File: config.mk
export PLATFORM = sky130hd
export DESIGN_NAME = ps2_key_decoder
export DESIGN_NICKNAME = d
export VERILOG_FILES = /design/src/rtl/ps2_pkg.sv /design/src/rtl/ps2_frame_rx.sv /design/src/rtl/ps2_key_decoder.sv
export SDC_FILE = /design/constraint.sdc
export NUM_CORES = 1
export LEC_CHECK = 0
export CELL_PAD_IN_SITES_DETAIL_PLACEMENT = 1
export CELL_PAD_IN_SITES_GLOBAL_PLACEMENT = 1
export CORE_UTILIZATION = 38
export CTS_BUF_LIST = sky130_fd_sc_hd__clkbuf_2 sky130_fd_sc_hd__clkbuf_4 sky130_fd_sc_hd__clkbuf_8
export DETAILED_ROUTE_END_ITERATION = 16
export DONT_BUFFER_PORTS = 1
export PLACE_DENSITY_LB_ADDON = 0.1
export RECOVER_POWER = 25
export SYNTH_ARGS = -nofsm -noshare
export SYNTH_HDL_FRONTEND = slang
export SYNTH_SLANG_ARGS = --single-unit
File: constraint.sdc
create_clock -name clk -period 1.9 [get_ports clk]
set_input_delay 0.38 -clock clk [delete_from_list [all_inputs] [get_ports clk]]
set_output_delay 0.38 -clock clk [all_outputs]
set_load 0.005 [all_outputs]
File: src/rtl/ps2_pkg.sv
// Shared constants and types for the PS/2 key decoder: prefix bytes, ignored bytes,
// ps2_key field layout.
package ps2_pkg;

  localparam logic [7:0] PS2_PFX_EXT = 8'hE0;
  localparam logic [7:0] PS2_PFX_BRK = 8'hF0;

  // Keyboard housekeeping bytes (BAT, echo, ack, resend, errors) that never form a key event.
  localparam int unsigned PS2_N_IGNORED = 6;
  localparam logic [PS2_N_IGNORED-1:0][7:0] PS2_IGNORED =
    {8'hFF, 8'hFE, 8'hFA, 8'hEE, 8'hAA, 8'h00};

  localparam int unsigned KEY_TOGGLE  = 10;
  localparam int unsigned KEY_PRESSED = 9;
  localparam int unsigned KEY_EXT     = 8;

  typedef struct packed {
    logic       toggle;
    logic       pressed;
    logic       ext;
    logic [7:0] code;
  } ps2_key_t;

  function automatic logic ps2_is_ignored(input logic [7:0] b);
    logic hit;
    hit = 1'b0;
    for (int i = 0; i < PS2_N_IGNORED; i++) begin
      if (PS2_IGNORED[i] == b) hit = 1'b1;
    end
    return hit;
  endfunction

endpackage

File: src/rtl/ps2_frame_rx.sv
// PS/2 device-to-host frame receiver: synchroniser, clock-fall detect, shift register and frame checks.
// Optional partial-frame watchdog when PS2_WATCHDOG_EN is defined.
module ps2_frame_rx #(
  parameter int unsigned SYNC_STAGES    = 2,
  parameter int unsigned TIMEOUT_CYCLES = 48000
) (
  input  logic       clk,
  input  logic       reset,
  input  logic       ps2_clk_in,
  input  logic       ps2_data_in,
  output logic       byte_valid,
  output logic [7:0] rx_byte,
  output logic       frame_bad
);

  if (SYNC_STAGES < 2 || TIMEOUT_CYCLES < 1) begin : g_bad_param
    $error("ps2_frame_rx: SYNC_STAGES must be >= 2 and TIMEOUT_CYCLES >= 1");
  end

  logic [SYNC_STAGES-1:0] clk_sync_q, clk_sync_d;
  logic [SYNC_STAGES-1:0] data_sync_q, data_sync_d;
  logic                   clk_prev_q, clk_prev_d;
  logic [3:0]             bitcnt_q, bitcnt_d;
  logic [9:0]             shift_q, shift_d;
  logic                   valid_q, valid_d;
  logic                   bad_q, bad_d;
  logic [7:0]             byte_q, byte_d;
  logic                   clk_s, data_s, fall;

`ifdef PS2_WATCHDOG_EN
  localparam int unsigned WDOG_W = $clog2(TIMEOUT_CYCLES + 1);
  logic [WDOG_W-1:0] wdog_q, wdog_d;
`endif

  assign clk_s  = clk_sync_q[SYNC_STAGES-1];
  assign data_s = data_sync_q[SYNC_STAGES-1];
  assign fall   = clk_prev_q & ~clk_s;

  always_comb begin
    // NOTE: every signal gets a default before any branch, so no path can infer a latch.
    clk_sync_d  = {clk_sync_q[SYNC_STAGES-2:0], ps2_clk_in};
    data_sync_d = {data_sync_q[SYNC_STAGES-2:0], ps2_data_in};
    clk_prev_d  = clk_s;
    bitcnt_d    = bitcnt_q;
    shift_d     = shift_q;
    byte_d      = byte_q;
    valid_d     = 1'b0;
    bad_d       = 1'b0;

    if (fall) begin
      if (bitcnt_q == 4'd10) begin
        // shift_q holds {parity, data[7:0], start}; the stop bit is on the line now.
        bitcnt_d = 4'd0;
        if (!shift_q[0] && (^shift_q[9:1]) && data_s) begin
          valid_d = 1'b1;
          byte_d  = shift_q[8:1];
        end else begin
          bad_d = 1'b1;
        end
      end else begin
        shift_d  = {data_s, shift_q[9:1]};
        bitcnt_d = bitcnt_q + 4'd1;
      end
    end

`ifdef PS2_WATCHDOG_EN
    wdog_d = wdog_q;
    if (fall || bitcnt_q == 4'd0) begin
      wdog_d = '0;
    end else if (wdog_q == WDOG_W'(TIMEOUT_CYCLES)) begin
      wdog_d   = '0;
      bitcnt_d = 4'd0;
      bad_d    = 1'b1;
    end else begin
      wdog_d = wdog_q + 1'b1;
    end
`endif
  end

  always_ff @(posedge clk) begin
    // NOTE: sequential state uses non-blocking assignments so every flop samples pre-edge values.
    if (reset) begin
      // NOTE: the synchroniser resets low too, so a line already low at release cannot look like a fall.
      clk_sync_q  <= '0;
      data_sync_q <= '0;
      clk_prev_q  <= 1'b0;
      bitcnt_q    <= 4'd0;
      shift_q     <= '0;
      byte_q      <= '0;
      valid_q     <= 1'b0;
      bad_q       <= 1'b0;
`ifdef PS2_WATCHDOG_EN
      wdog_q      <= '0;
`endif
    end else begin
      clk_sync_q  <= clk_sync_d;
      data_sync_q <= data_sync_d;
      clk_prev_q  <= clk_prev_d;
      bitcnt_q    <= bitcnt_d;
      shift_q     <= shift_d;
      byte_q      <= byte_d;
      valid_q     <= valid_d;
      bad_q       <= bad_d;
`ifdef PS2_WATCHDOG_EN
      wdog_q      <= wdog_d;
`endif
    end
  end

  assign byte_valid = valid_q;
  assign rx_byte    = byte_q;
  assign frame_bad  = bad_q;

endmodule

File: src/rtl/ps2_key_decoder.sv
// PS/2 keyboard decoder producing the 11-bit {toggle, pressed, extended, code} ps2_key event word.
// Define PS2_WATCHDOG_EN to abort partial frames after TIMEOUT_CYCLES idle clocks.
module ps2_key_decoder
  import ps2_pkg::*;
#(
  parameter int unsigned SYNC_STAGES    = 2,
  parameter int unsigned TIMEOUT_CYCLES = 48000
) (
  input  logic        clk,
  input  logic        reset,
  input  logic        ps2_clk_in,
  input  logic        ps2_data_in,
  output logic [10:0] ps2_key,
  output logic        frame_err
);

  logic       byte_valid, frame_bad;
  logic [7:0] rx_byte;
  ps2_key_t   key_q, key_d;
  logic       ext_q, ext_d;
  logic       brk_q, brk_d;
  logic       err_q, err_d;

  ps2_frame_rx #(
    .SYNC_STAGES   (SYNC_STAGES),
    .TIMEOUT_CYCLES(TIMEOUT_CYCLES)
  ) u_rx (
    .clk        (clk),
    .reset      (reset),
    .ps2_clk_in (ps2_clk_in),
    .ps2_data_in(ps2_data_in),
    .byte_valid (byte_valid),
    .rx_byte    (rx_byte),
    .frame_bad  (frame_bad)
  );

  // Prefixes accumulate until a code or housekeeping byte consumes them.
  always_comb begin
    key_d = key_q;
    ext_d = ext_q;
    brk_d = brk_q;
    err_d = 1'b0;
    if (frame_bad) begin
      ext_d = 1'b0;
      brk_d = 1'b0;
      err_d = 1'b1;
    end else if (byte_valid) begin
      if (rx_byte == PS2_PFX_EXT) begin
        ext_d = 1'b1;
      end else if (rx_byte == PS2_PFX_BRK) begin
        brk_d = 1'b1;
      end else begin
        ext_d = 1'b0;
        brk_d = 1'b0;
        if (!ps2_is_ignored(rx_byte)) begin
          key_d[KEY_TOGGLE]  = ~key_q[KEY_TOGGLE];
          key_d[KEY_PRESSED] = ~brk_q;
          key_d[KEY_EXT]     = ext_q;
          key_d.code         = rx_byte;
        end
      end
    end
  end

  always_ff @(posedge clk) begin
    if (reset) begin
      key_q <= '0;
      ext_q <= 1'b0;
      brk_q <= 1'b0;
      err_q <= 1'b0;
    end else begin
      key_q <= key_d;
      ext_q <= ext_d;
      brk_q <= brk_d;
      err_q <= err_d;
    end
  end

  assign ps2_key   = key_q;
  assign frame_err = err_q;

endmodule
== Word-level counts from Yosys, hierarchy flattened ==
Cells that the tools add are included.

* Output and inout bits: 12
* Register bits after elaboration: 43

* Bitwise logic cells: 10
* Multiplexer cells: 17
* Reductions and logical operators: 12
* $add $sub $neg: 1
* Equality and inequality tests: 9

{| class="wikitable"
|+ Operators by type and width
! cell !! count
|-
| equality test 8 bit (first input constant) || 5
|-
| equality test 8 bit (second input constant) || 2
|-
| 2-to-1 mux 1 bit || 16
|-
| NOT 1 bit || 9
|-
| XOR reduction 9 bit || 1
|-
| logical NOT 8 bit || 1
|-
| AND reduction 2 bit || 3
|-
| AND reduction 5 bit || 1
|-
| adder 4 x 1 -> 4 bit (second input constant) || 1
|-
| equality test 4 bit (second input constant) || 1
|-
| 2-to-1 mux 4 bit || 1
|-
| AND reduction 3 bit || 1
|-
| OR reduction 3 bit || 1
|-
| logical AND 1 bit || 2
|-
| != test 2 bit (second input constant) || 1
|-
| OR reduction 2 bit || 1
|-
| bitwise AND 1 bit || 1
|-
| logical NOT 1 bit || 1
|}

== Logic depth before layout (Yosys ltp) ==
* Depth after elaboration: 13
* Mapped depth: 7
* Gate-level depth less buffers: 5

== Cells and area by module ==
Synthesis repeated with hierarchy kept, for this count alone.

* Cell total of the unflattened synthesis: 192
* Area total of the unflattened synthesis: 1899.3 µm²

{| class="wikitable"
|+ By module, submodules not included
! module !! cells each !! times used !! seq. area each (µm²) !! area an instance (µm²)
|-
| ps2_frame_rx || 122 || 1 || 580.6 || 1234.9
|-
| ps2_key_decoder || 70 || 1 || 280.3 || 664.4
|}

== Worst setup path before layout ==
Ideal clock, no wire load.

* Kind: register to register
* Start point: register u_rx.shift_q[5]
* End point: register u_rx.byte_q[0] (netlist: u_rx.rx_byte[0])
* Setup time: 71 ps
* Setup slack: 264 ps
* Period minus slack after synthesis: 1636 ps
* Arrival: 1566 ps
* Cell stages (with the launch flop): 6
* Data required time: 1829 ps
* Path through: dfxtp_1 > xor2_1 > xnor3_2 > xor2_2 > nand4_1 > a21oi_1

* Word-level cells in the longest chain between the ends: 4

{| class="wikitable"
|+ Ends and longest elaborated chain
! item !! RTL line !! RTL
|-
| start: declaration || ps2_frame_rx.sv:24 || <nowiki>logic [9:0] shift_q, shift_d;</nowiki>
|-
| start signal: assignment || ps2_frame_rx.sv:100 || <nowiki>shift_q <= shift_d;</nowiki>
|-
| XOR reduction 9 bit || ps2_frame_rx.sv:54 || <nowiki>if (!shift_q[0] && (^shift_q[9:1]) && data_s) begin</nowiki>
|-
| logical AND 1 bit (2 in a row) || ps2_frame_rx.sv:54 ||
|-
| AND reduction 3 bit (no source line) || -- ||
|-
| end signal: assignment || ps2_frame_rx.sv:101 || <nowiki>byte_q <= byte_d;</nowiki>
|-
| end: declaration || ps2_frame_rx.sv:27 || <nowiki>logic [7:0] byte_q, byte_d;</nowiki>
|}

No other way between the ends.
A chain may end at the register's enable or synchronous reset.

== Final worst setup path ==
* Start point: register u_rx.shift_q[6]
* End point: register u_rx.byte_q[6] (netlist: u_rx.rx_byte[6])

The elaborated chain is that of the path after synthesis.

==> results.py <==
metrics = {
    "worst_hold_path": {
        "worstHoldPathType": "in -> reg",
    },
    "worst_setup_path": {
        "critPathCaptureType": "flop",
        "path_buf_inv": 0,
        "cp-start-kind": "flop",
        "critPathMaxStageDelay_ns": 0.54,
        "cpMaxStageDelayCell": "xnor3_2",
        "required_ns": 2.07,
        "path_max_fanout": 9,
        "path_delay_family": "XOR/XNOR gates",
        "crit_chain": "xnor2_1, xnor3_2, xnor2_4, o31ai_1, a21oi_1",
        "critPathKind": "reg -> reg",
        "arrival_ns": 1.95,
    },
    "yosys": {
        "synthTopCellsByArea": "dfxtp_1 49%, mux2i_1 10%, nor2_1 5.9%",
        "syn_avg_cell_area_um2": 9.62,
        "synth_top_area_cell": "dfxtp_1",
        "synthesis.nets": 188,
        "async_flop_share_pct": 0,
        "synth.distinct_cells": 32,
        "ys.warnings.count": 0,
        "yosysMostFrequentCell": "dfxtp_1",
        "ys_ff_latch": 43,
        "synth_seq_area_share_pct": 48.6,
        "synth_top_area_share_pct": 48.6,
        "netlist_instances": 184,
        "syn-cell-area_mm2": 0.00177,
        "synthTopCellsByCount": "43 x dfxtp_1, 28 x nor2_1, 18 x mux2i_1",
        "synth_flop_cell": "dfxtp_1",
        "synth_edf_count": 0,
    },
    "global_routing": {
        "grt_max_degree": 43,
        "globalRouteTotalUtil_pct": 15.3,
        "grt_first_pass_wirelength_mm": 5.94,
        "grt_pass1_vias": 1238,
        "grt_overflow": 0,
        "antenna_found_initial": 0,
    },
    "final_layout": {
        "multi_input_area_um2": 882,
        "layout-drive-gt1-share_pct": 10.3,
        "area_delta_synth_final_pct": 10.1,
        "final_util_pct": 44.2,
        "nets": 188,
        "antennaDiodeCount": 0,
        "regArea_um2": 861,
        "fillers": 509,
    },
    "clock_tree": {
        "h-tree-depth": 2,
        "cts_buffers": 5,
        "cts_buffer_depth": 2,
        "clk_latency_ns": 0.29,
        "cts.root.buffer_cell": "clkbuf_8",
        "cts_setup_buffers": 0,
        "cts.sinks": 43,
        "cts_tree": "done",
        "clk_pin_slew_ns": 0.08,
    },
    "timing": {
        "fin_crit_ns": 1.78,
        "setup_viol": 0,
        "fin_crit_sh_pct": 93.4,
        "fmax_mhz": 563,
        "rsz0062_at_grt": "false",
        "maxSlewViolCount": 0,
        "hold_viol": 0,
        "max_slew_margin_pct": 61.6,
        "worst_pin_slew_ns": 0.574,
        "tns_ns": 0,
        "skew_ns": 0.00500,
    },
    "floorplan": {
        "ios": 16,
        "dieHeight_um": 70.3,
        "core-area_mm2": 0.00441,
        "die_w_um": 70.3,
        "dieArea_mm2": 0.00494,
        "rows": 24,
        "start_util_pct": 40.1,
    },
    "placed_design": {
        "numPortBuffers": 0,
        "gp_congestion": 0.697,
        "place_hpwl_mm": 2.45,
    },
    "power_and_ir_drop": {
        "cellInternalPower_mw": 1.26,
        "irDropWorstVdd_mv": 0.392,
        "p_leak_nw": 0.723,
        "finalPower_mw": 1.57,
        "switchingPower_uw": 306,
        "clockPowerShare_pct": 40.6,
        "pwr-share-seq_pct": 58.0,
        "powerDensity_mw_per_mm2": 804,
        "swShare_pct": 19.5,
        "combPwrFrac_pct": 1.3,
    },
    "drt": {
        "drtPass1Iterations": 4,
        "route.detailed.drc": 0,
        "drtAntennaViolNets": 0,
        "wl_per_cell_um": 14.4,
        "wl_mm": 3.42,
        "vias_per_cell": 5.34,
        "dr_total_vias": 1266,
        "drt_iter0_drc": 80,
    },
    "flow_run": {
        "maxCapViolCount": 0,
    },
    "outcome": {
        "status": "finished clean",
    },
}
==> layout make-up <==
| cell class | count | share of cell area [%] |
|---|---|---|
| Tap cell | 52 | 3.34 |
| Multi-Input combinational cell | 128 | 45.3 |
| Timing Repair Buffer | 4 | 1.54 |
| Clock buffer | 8 | 5.33 |
| Sequential cell | 43 | 44.2 |
| Inverter | 2 | 0.385 |
==> metal layers <==
layer / global-route usage, % / wire [um] / share of wire, %
met5: 0 / 0 / 0
met4: 3.33 / 31 / 0.91
met3: 4.91 / 115 / 3.4
met2: 24.6 / 1630 / 48
met1: 20.1 / 1650 / 48
==> cells in the final DEF (no fill, tap or decap), types with 2 or more instances in the layout <==
cell type  Yosys  final
nand2b_1       3      3
nand4_1        9      9
nor2b_1       10     10
nor4_1         4      3
nor2_1        28     28
o31ai_1        8      8
and3_1         2      2
a21oi_1       13     13
mux2i_1       18     18
nand3_1        4      4
nand2_1        6      6
xor2_1         4      4
clkbuf_8       0      7
buf_4          0      4
xnor2_1        2      2
a211oi_1       2      2
o21ai_1        2      2
inv_1          2      2
dfxtp_1       43     43
nor3_1         2      2
==> flip-flops by register name, indices dropped and copies added, names as in the netlist <==
name and count:
ps2_key 11, u_rx.byte_valid 1, ext_q 1, u_rx.frame_bad 1, u_rx.data_sync_q 2, brk_q 1
frame_err 1, u_rx.clk_sync_q 2, u_rx.shift_q 10, u_rx.bitcnt_q 4, u_rx.clk_prev_q 1, u_rx.rx_byte 8
==> path summary, 6_finish.rpt <==
check | startpoint | endpoint | slack (ns) | depth (start not counted)
worst max-delay path | u_rx.shift_q[6] | u_rx.rx_byte[6] | 0.12 | 5
worst min-delay path | reset | ps2_key[4] | 0.15 | 1
worst max register to register | u_rx.shift_q[6] | u_rx.rx_byte[6] | 0.12 | 5
worst min register to register | u_rx.data_sync_q[0] | u_rx.data_sync_q[1] | 0.44 | 1
==> power by group through the flow <==
stage / Sequential, mW / Clock (mW) / Combinational, mW
final: 0.909 / 0.637 / 0.0209
after global routing: 0.910 / 0.701 / 0.0235
after floorplan: 0.928 / 0 / 0.0318
after global placement: 0.930 / 0 / 0.0206
after detailed placement: 0.931 / 0 / 0.0209
after CTS: 0.909 / 0.665 / 0.0210
==> cells by family (layout without fill, tap and decap cells) <==
family                    count (synthesis)  count (layout)  synth area share (%)
and+or+nand+nor                          70              70                  19.7
DFF                                      43              43                  48.6
AOI/OAI and AO/OA                        30              30                  10.9
muxes                                    18              18                  10.2
buffers and inverters                    13              14                  2.90
xor gates and xnor gates                 10              10                  7.70
==> repair_timing <==
item / 4_1_cts / 5_1_grt
hold buffers: 0 / 0
resized for setup: 0 / 3
endpoints found under the setup margin: 0 / 10
==> stage by stage <==
step / hold WS [ns] / setup slack [ns] / area (um2) / cells
2_1_floorplan: 0.414 / 0.264 / 1770 / 184
3_3_place_gp: 0.420 / 0.103 / 1820 / 229
3_5_place_dp: 0.432 / 0.0579 / 1820 / 229
4_1_cts: 0.142 / 0.0371 / 1930 / 237
5_1_grt: 0.131 / 0.00533 / 1950 / 237
6_report: 0.152 / 0.125 / 1950 / 237
Power figures use the tool's default switching activity.
